[src/rtl/fp_div_seq.sv]
// Iterative minifloat divider, p = a / b. Restoring division on the
// significands yields one quotient bit per cycle. Format, class flags,
// saturation and exp_overflow side-band match fp_mul.
//
// state | meaning
// IDLE  | waiting for operands
// DIV   | restoring steps in progress, cnt_q steps remaining
// DONE  | result valid, held until out_ready
module fp_div_seq #(
  parameter int NEXP = 5,
  parameter int NSIG = 10
) (
  input  logic                 clk,
  input  logic                 rst_n,
  input  logic                 in_valid,
  output logic                 in_ready,
  input  logic [NEXP+NSIG:0]   a,
  input  logic [NEXP+NSIG:0]   b,
  output logic                 out_valid,
  input  logic                 out_ready,
  output logic [NEXP+NSIG:0]   p,
  output logic [5:0]           pFlags,
  output logic [NEXP:0]        exp_overflow
);

  localparam int W    = NEXP + NSIG + 1;
  localparam int SW   = NSIG + 1;          // significand incl. hidden bit
  localparam int QW   = NSIG + 2;          // quotient / remainder width
  localparam int EW   = NEXP + 2;          // signed unbiased exponent width
  localparam int BIAS = (1 << (NEXP - 1)) - 1;
  localparam int EMAX = BIAS;
  localparam int EMIN = 1 - BIAS;
  localparam int CW   = $clog2(NSIG + 3);

  localparam logic signed [EW-1:0] EMAX_S = EW'(EMAX);
  localparam logic signed [EW-1:0] EMIN_S = EW'(EMIN);
  localparam logic signed [EW-1:0] UFL_S  = EW'(EMIN - NSIG);
  localparam logic signed [EW-1:0] BIAS_S = EW'(BIAS);

  localparam logic [5:0] F_INF  = 6'b000100;
  localparam logic [5:0] F_ZERO = 6'b001000;
  localparam logic [5:0] F_SUB  = 6'b010000;
  localparam logic [5:0] F_NORM = 6'b100000;

  typedef enum logic [1:0] {S_IDLE, S_DIV, S_DONE} state_t;

  state_t                 state_q;
  logic                   out_valid_q;
  logic [W-1:0]           p_q;
  logic [5:0]             flags_q;
  logic [NEXP:0]          eovf_q;
  logic [CW-1:0]          cnt_q;
  logic [QW-1:0]          rem_q;
  logic [QW-1:0]          quo_q;
  logic [SW-1:0]          bsig_q;
  logic signed [EW-1:0]   texp_q;
  logic                   sign_q;

  logic [NEXP-1:0]        a_exp;
  logic [NEXP-1:0]        b_exp;
  logic                   in_sign;
  logic                   accept;
  logic                   in_special;
  logic signed [EW-1:0]   texp_init;
  logic [W-1:0]           spec_p;
  logic [5:0]             spec_flags;

  logic                   rem_ge;
  logic [QW-1:0]          rem_sub;
  logic [QW-1:0]          rem_d;
  logic [QW-1:0]          quo_d;

  logic [SW-1:0]          t_sig;
  logic signed [EW-1:0]   t2_exp;
  logic [EW-1:0]          sh_amt;
  logic [NSIG-1:0]        sub_sig;
  logic [NEXP-1:0]        biased;
  logic [NEXP:0]          ovf;
  logic [W-1:0]           fin_p;
  logic [5:0]             fin_flags;
  logic [NEXP:0]          fin_eovf;

  assign a_exp     = a[W-2:NSIG];
  assign b_exp     = b[W-2:NSIG];
  assign in_sign   = a[W-1] ^ b[W-1];
  assign in_ready  = (state_q == S_IDLE) | ((state_q == S_DONE) & out_ready);
  assign accept    = in_valid & in_ready;
  assign in_special = (a_exp == '0) | (b_exp == '0);
  assign texp_init = $signed({2'b00, a_exp}) - $signed({2'b00, b_exp});

  assign out_valid    = out_valid_q;
  assign p            = p_q;
  assign pFlags       = flags_q;
  assign exp_overflow = eovf_q;

  // Special-case result: zero/subnormal dividend wins over zero/subnormal divisor.
  always_comb begin
    spec_p     = {in_sign, (W-1)'(1)};
    spec_flags = F_ZERO;
    if (a_exp != '0) begin
      spec_p     = {in_sign, {NEXP{1'b1}}, {NSIG{1'b0}}};
      spec_flags = F_INF;
    end
  end

  // One restoring step; the remainder always stays below 2*bsig so it fits QW bits.
  always_comb begin
    rem_ge  = rem_q >= {1'b0, bsig_q};
    rem_sub = rem_ge ? (rem_q - {1'b0, bsig_q}) : rem_q;
    rem_d   = QW'({rem_sub, 1'b0});
    quo_d   = {quo_q[QW-2:0], rem_ge};
  end

  // Normalise and classify the quotient produced by the final step.
  always_comb begin
    t_sig   = quo_d[QW-1] ? quo_d[QW-1:1] : quo_d[SW-1:0];
    t2_exp  = quo_d[QW-1] ? texp_q : (texp_q - EW'(1));
    sh_amt  = EMIN_S - t2_exp;
    sub_sig = NSIG'(t_sig >> sh_amt);
    biased  = NEXP'(t2_exp + BIAS_S);
    ovf     = (NEXP+1)'(t2_exp - EMAX_S);

    fin_p     = {sign_q, (W-1)'(1)};
    fin_flags = F_ZERO;
    fin_eovf  = '0;
    if (t2_exp < UFL_S) begin
      fin_p     = {sign_q, (W-1)'(1)};
      fin_flags = F_ZERO;
    end else if (t2_exp < EMIN_S) begin
      fin_p     = {sign_q, {NEXP{1'b0}}, sub_sig};
      fin_flags = F_SUB;
    end else if (t2_exp > EMAX_S) begin
      fin_p     = {sign_q, {NEXP{1'b1}}, t_sig[NSIG-1:0]};
      fin_flags = F_INF;
      fin_eovf  = ovf;
    end else begin
      fin_p     = {sign_q, biased, t_sig[NSIG-1:0]};
      fin_flags = F_NORM;
    end
  end

  // Control FSM and datapath registers; an accept overrides the state's own transition.
  always_ff @(posedge clk or negedge rst_n) begin
    if (!rst_n) begin
      state_q     <= S_IDLE;
      out_valid_q <= 1'b0;
      p_q         <= '0;
      flags_q     <= '0;
      eovf_q      <= '0;
      cnt_q       <= '0;
      rem_q       <= '0;
      quo_q       <= '0;
      bsig_q      <= '0;
      texp_q      <= '0;
      sign_q      <= 1'b0;
    end else begin
      case (state_q)
        S_DIV: begin
          rem_q <= rem_d;
          quo_q <= quo_d;
          cnt_q <= cnt_q - CW'(1);
          if (cnt_q == CW'(1)) begin
            state_q     <= S_DONE;
            out_valid_q <= 1'b1;
            p_q         <= fin_p;
            flags_q     <= fin_flags;
            eovf_q      <= fin_eovf;
          end
        end
        S_DONE: begin
          if (out_ready) begin
            state_q     <= S_IDLE;
            out_valid_q <= 1'b0;
          end
        end
        default: ;
      endcase

      if (accept) begin
        sign_q <= in_sign;
        if (in_special) begin
          state_q     <= S_DONE;
          out_valid_q <= 1'b1;
          p_q         <= spec_p;
          flags_q     <= spec_flags;
          eovf_q      <= '0;
        end else begin
          state_q     <= S_DIV;
          out_valid_q <= 1'b0;
          cnt_q       <= CW'(NSIG + 2);
          rem_q       <= QW'({1'b1, a[NSIG-1:0]});
          quo_q       <= '0;
          bsig_q      <= {1'b1, b[NSIG-1:0]};
          texp_q      <= texp_init;
        end
      end
    end
  end

endmodule

[config.mk]
export PLATFORM = sky130hd
export DESIGN_NAME = fp_div_seq
export DESIGN_NICKNAME = d
export VERILOG_FILES = /design/src/rtl/fp_div_seq.sv
export SDC_FILE = /design/constraint.sdc
export NUM_CORES = 1
export LEC_CHECK = 0
export BUFFER_PORTS_ARGS = -buffer_cell sky130_fd_sc_hd__buf_2
export CORE_ASPECT_RATIO = 0.75
export CORE_MARGIN = 3
export CORE_UTILIZATION = 25
export CTS_BUF_LIST = sky130_fd_sc_hd__clkbuf_8
export DETAILED_ROUTE_END_ITERATION = 8
export PLACE_DENSITY = 0.5
export SYNTH_ARGS = -nofsm -noshare
export SYNTH_HDL_FRONTEND = slang
export SYNTH_SLANG_ARGS = --single-unit
[constraint.sdc]
create_clock -name clk -period 9.3 [get_ports clk]
set_clock_uncertainty 0.05 [all_clocks]
set_input_delay 1.395 -clock clk [delete_from_list [all_inputs] [get_ports clk]]
set_output_delay 1.395 -clock clk [all_outputs]
set_load 0.03 [all_outputs]
==> results of run 1 <==
==> how the worst max path moves through the flow <==
stage	startpoint	end	slack, ns	depth (start not counted)
after floorplan	out_ready	in_ready	5.86	2
after CTS	texp_q[0]	p[2]	5.12	11
final	texp_q[0]	p[2]	5.09	11
after global placement	texp_q[0]	p[2]	5.29	11
after global routing	texp_q[0]	p[1]	4.76	11
after detailed placement	texp_q[0]	p[2]	5.15	11
==> layer usage <==
metal / up-vias / part of all wire (%)
met5: - / 0
met4: 0 / 1.5
met3: 14 / 4.7
met2: 98 / 42
met1: 2158 / 52
li1: 2229 / -
==> flip-flops by register name, summed over array words and instances, names as in the netlist <==
register / count
bsig_q: 11
cnt_q: 4
exp_overflow: 6
p: 16
pFlags: 6
quo_q: 11
rem_q: 12
sign_q: 1
state_q: 2
texp_q: 6
==> power groups by stage <==
stage               logic [mW]  registers (mW)  clock network [mW]
floorplan                0.194           0.364                   0
global placement         0.254           0.368                   0
detailed placement       0.252           0.368                   0
CTS                      0.254           0.362               0.277
global route             0.283           0.365               0.291
finish                   0.255           0.362               0.267
==> critical path, delay by kind of cell, from the launching register on <==
kind	cells	cell delay, ns
xor gates and xnor gates	1	0.90
DFF	1	0.86
muxes	2	0.71
adders and majority gates	2	0.63
buffers and inverters	3	0.51
AOI/OAI and AO/OA	2	0.33
and+or+nand+nor	1	0.11
==> layout make-up <==
type | count | area [µm²]
multi-input cells | 457 | 3060
flip-flops and latches | 75 | 1880
clock buffers | 10 | 138
clock inverters | 6 | 66.3
fillers | 2104 | 13900
well taps | 276 | 345
repair buffers | 70 | 365
inverters | 36 | 135
==> kinds of logic after synthesis <==
group                    share of synthesized area, %
AO/OA/AOI/OAI                                    20.8
flip-flops                                       36.1
adder cells (fa/ha/maj)                          6.07
multiplexers                                     6.29
XOR/XNOR                                         5.23
buffers and inverters                            5.20
AND/OR/NAND/NOR                                  20.3
==> cell usage in the layout (no fill, tap or decap), types with 3 or more instances in the layout <==
master	n
a32oi_1	3
a31oi_1	6
a21o_1	9
a211oi_1	14
nand2b_1	10
ha_1	22
xnor2_1	18
inv_1	37
nor2b_1	9
nor2_1	47
nand3_1	8
buf_2	64
buf_4	6
mux2i_1	18
o31ai_1	9
and3_1	4
mux2_2	9
o311ai_0	3
o21ai_0	41
nand2_1	79
xor2_1	8
clkbuf_8	10
nor3_1	18
o211ai_1	8
or2_2	5
a21oi_1	48
dfrtp_1	75
nor3b_1	3
a221oi_1	3
==> impl_metrics.tcl, run 1 <==
set metrics [dict create \
    outcome "finished, final reports clean" \
    antenna_found_initial 0 \
    synth_top_area_cell "dfrtp_1" \
    hold_viol_final 0 \
    clock_latency_ns 0.38 \
    hold_depth 2 \
    r2r_cells 11 \
    critical_path_class "reg -> reg" \
    firstDrtPassIters 4 \
    cp.arrival_ns 4.46 \
    ys_ff_latch 75 \
    fin_util_pct 30.1 \
    clk_path_buf_depth 2 \
    port_buffers 65 \
    slew-limit-headroom_pct 24.8 \
    synth_common_cells "79 x nand2_1, 75 x dfrtp_1, 49 x nor2_1, 48 x a21oi_1, 41 x o21ai_0" \
    critPathMaxStageDelay_ns 0.90 \
    power.internal_uw 576 \
    start_kind "flip-flop" \
    drt_iter0_markers 289 \
    ir_worst_vdd_mv 0.0639 \
    stdcell_area_um2 5980 \
    drv_slew 0 \
    seqPwrFrac_pct 41.0 \
    power_leakage_nw 2.53 \
    crit-reg2reg-capture "p[2]" \
    worst_slack_ns 5.09 \
    grt_pass1_wl_mm 23.2 \
    grt_pass1_vias 4337 \
    die_h_um 131 \
    clkPwrFrac_pct 30.2 \
    grt_usage_pct 13.1 \
    cp_common_cell "inv_1" \
    placed_cells 914 \
    numCtsBuffers 9 \
    post-place-ws_ns 5.15 \
    cp_max_fo 23 \
    ctsHoldBuffers 0 \
    final_nets 709 \
    setup_tns_ns 0 \
    grtUsageMet2_pct 19.1 \
    use_met1_pct 19.1 \
    synth_cell_types 71 \
    clk_pin_slew_ns 0.09 \
    setup_viol 0 \
    synth_ff_type "dfrtp_1" \
    synth_cells 601 \
    path_cells "inv_1, ha_1, mux2_2, inv_1, ha_1, inv_1, xnor2_1, mux4_2, nor2_1, a211oi_1, a211oi_1" \
    globalRoute.busiestLayer "met2" \
    drive_gt1_share_pct 18.3 \
    area_growth_pct 15.3 \
    required_ns 9.54 \
    synth-edff-count 0 \
    clkSinkCount 75 \
    cts-root-buf "clkbuf_8" \
    routedWlPerCell_um 15.3 \
    critPathSlowestCell "xnor2_1" \
    grt_max_degree 76 \
    yosysMostFrequentCell "nand2_1" \
    synth_top_area_share_pct 36.1 \
    synth.avg_cell_area_um2 8.64 \
    powerDensity_nw_per_um2 148 \
    async_reset_ff_share_pct 100 \
    ctsResizeCount 0 \
    place_area_um2 5780 \
    cts_setup_buffers 0 \
    power_frac_comb_pct 28.8 \
    die-area_um2 22600 \
    layout.cells.non_filler 930 \
    wl_mm 14.2 \
    io_pins 66 \
    start_util_pct 26.1 \
    yosys_warnings 0 \
    layout_min_cycle_time_ns 4.21 \
    cts_tree "yes" \
    dp_hpwl_mm 10.0 \
    die_w_um 172 \
    reg2reg_slack_ns 5.09 \
    grt_setup_unrepaired "false" \
    gr-usage-met3_pct 3.34 \
    grt.overflow.total 0 \
    worst_slew_pin_slew_ns 1.12 \
    cp-end-kind "flip-flop" \
    period_share_pct 45.3 \
    reg2reg_from "texp_q[0]" \
    holdCritStartpoint "bsig_q[10]" \
    antenna_cells 0 \
    synth_fp_nets 661 \
    total_power_uw 883 \
    ys_seq_area_share_pct 36.1 \
    vias_per_cell 4.84 \
    hold_path_class "reg -> reg" \
    max_freq_mhz 237 \
    netSwitchingPower_uw 307 \
    cts_max_level 3 \
    swShare_pct 34.8 \
    routabilityCongestion 0.852 \
    postRouteAntennaNets 0 \
    core_area_um2 19900 \
    synth_area_um2 5190 \
    maxCapViolCount 0 \
    rows 44 \
    hold_end "bsig_q[10]" \
    whs_ns 0.411 \
    synthTopCellsByArea "dfrtp_1 36%, nand2_1 5.7%, ha_1 5.3%, a21oi_1 4.6%, o21ai_0 4.0%" \
    drc 0 \
    vias 4499 \
]
(Power assumes the default switching activity.)
==> run 2: changes to the inputs <==
==> constraint.sdc (replaced) <==
create_clock -name clk -period 3.9 [get_ports clk]
set_clock_uncertainty 0.05 [all_clocks]
set_input_delay 0.585 -clock clk [delete_from_list [all_inputs] [get_ports clk]]
set_output_delay 0.585 -clock clk [all_outputs]
set_load 0.03 [all_outputs]
==> run 2 against run 1 <==
  * Final cell count is 1.1% higher
  * Global-route usage is 0.21 points higher
  * Sequential share of layout area is 0.20 points lower
  * Maximum frequency is 38% higher
  * Core utilization is 0.20 points higher
  * Worst setup slack worse by 4.2 ns
  * Die area stayed put
  * Sequential power is 140% higher
  * Clock power is 110% higher
  * Via count is 0.76% lower
  * Count of clock-buffer cells in the layout is 1 lower
  * Largest cell class unchanged
  * Largest power group unchanged
==> impl_metrics.tcl, run 2 (synthesized netlist as in run 1, its figures left out) <==
set metrics [dict create \
    critPathBufInv 2 \
    antenna_cells 0 \
    whs_ns 0.193 \
    power_leakage_nw 2.56 \
    drv_slew 0 \
    grt.overflow.total 0 \
    critical_path_class "reg -> reg" \
    path_cells "inv_1, ha_1, mux2_2, inv_1, ha_1, mux4_2, nor2_1, nor3b_1, a211oi_1, nor3_1" \
    drive_gt1_share_pct 19.3 \
    die-area_um2 22600 \
    wl_mm 14.2 \
    max_freq_mhz 328 \
    antenna_found_initial 0 \
    dp_hpwl_mm 10.5 \
    clock_latency_ns 0.38 \
    port_buffers 65 \
    crit_start "texp_q[0]" \
    cts_tree "yes" \
    layout_commonest_cell "nand2_1" \
    critPathMaxStageDelay_ns 0.59 \
    ir_worst_vdd_mv 0.149 \
    slew-limit-headroom_pct 41.0 \
    layout_min_cycle_time_ns 3.05 \
    cts_setup_buffers 0 \
    critPathSlowestCell "ha_1" \
    reg2reg_from "texp_q[0]" \
    die_w_um 172 \
    io_pins 66 \
    required_ns 4.11 \
    vias_per_cell 4.75 \
    core_area_um2 19900 \
    start_util_pct 26.1 \
    period_share_pct 78.1 \
    ctsHoldBuffers 0 \
    hold_path_class "in -> async" \
    rows 44 \
    grt_pass1_vias 4471 \
    cp_max_fo 13 \
    area_growth_pct 16.0 \
    cts_max_level 3 \
    maxCapViolCount 0 \
    fillers 2112 \
    clk_pin_slew_ns 0.08 \
    hold_viol_final 0 \
    largest_reg_flops 16 \
    setup_viol 0 \
    mostFrequentLayoutCells "79 x nand2_1, 75 x dfrtp_1, 64 x buf_2, 48 x nor2_1, 48 x a21oi_1" \
    postRouteAntennaNets 0 \
    numCtsBuffers 9 \
    grt_setup_unrepaired "false" \
    start_kind "flip-flop" \
    grt_pass1_wl_mm 23.9 \
    clkSinkCount 75 \
    drt_iter0_markers 344 \
    cp.arrival_ns 3.26 \
    routabilityCongestion 0.867 \
    grt_usage_pct 13.3 \
    cp-end-kind "flip-flop" \
    ctsResizeCount 0 \
    powerDensity_nw_per_um2 341 \
    setup_tns_ns 0 \
    drc 0 \
    vias 4465 \
    firstDrtPassIters 4 \
    cts-root-buf "clkbuf_8" \
    final_nets 719 \
    routedWlPerCell_um 15.1 \
    clk_path_buf_depth 2 \
    grt_max_degree 53 \
    worst_slew_pin_slew_ns 0.881 \
    die_h_um 131 \
    cpLargestDelayFamily "adder cells" \
    outcome "finished, final reports clean" \
]
-- run 2: changes by cell type in the layout (fill, tap and decap cells not counted) --
cell / delta
buf_4: +10
clkinv_4: -2
clkinvlp_4: +2
bufinv_16: -1
clkbuf_8: -1
inv_1: +1
inv_6: +1
nor2_1: +1
nor2_2: -1
-- run 2: cell type report --
cell class              instances  area [µm²]  share of cell area (%)
clock buffers                   9         124                    2.06
multi-input cells             457        3060                    50.7
repair buffers                 80         440                    7.31
clock inverters                 7        46.3                   0.769
inverters                      36         135                    2.24
well taps                     276         345                    5.73
flip-flops and latches         75        1880                    31.2
-- run 2: report_power, final --
group / internal, mW / switching, mW / total (mW)
Combinational: 0.260 / 0.374 / 0.635
Clock: 0.228 / 0.330 / 0.558
Sequential: 0.813 / 0.0464 / 0.860
-- run 2: layer usage --
layer / track usage [%] / vias up / routed length [µm]
met3: 4.00 / 6 / 678
li1: - / 2253 / -
met4: 2.96 / 0 / 80
met2: 19.5 / 81 / 6010
met1: 19.4 / 2125 / 7460
met5: 0 / - / 0
-- run 2: path summary, 6_finish.rpt --
check                                  endpoint  slack, ns  cells past startpoint
worst max-delay path                       p[1]       0.85                     10
worst min-delay path                  bsig_q[5]       0.19                      1
worst max register to register             p[1]       0.85                     10
worst min register to register       bsig_q[10]       0.40                      2
max in group asynchronous       exp_overflow[0]       2.83                      2
min in group clk                      bsig_q[9]       0.35                      3
-- run 2: through the flow --
stage	util [%]	worst slack (ns)	power [mW]	area, µm²	cells
floorplan	-	0.729	1.33	5190	601
global placement	29.5	0.923	1.51	5850	924
detailed placement	29.5	0.894	1.50	5850	924
CTS	30.3	0.854	2.08	6020	940
global route	30.3	0.528	2.20	6020	940
finish	30.3	0.853	2.05	6020	940
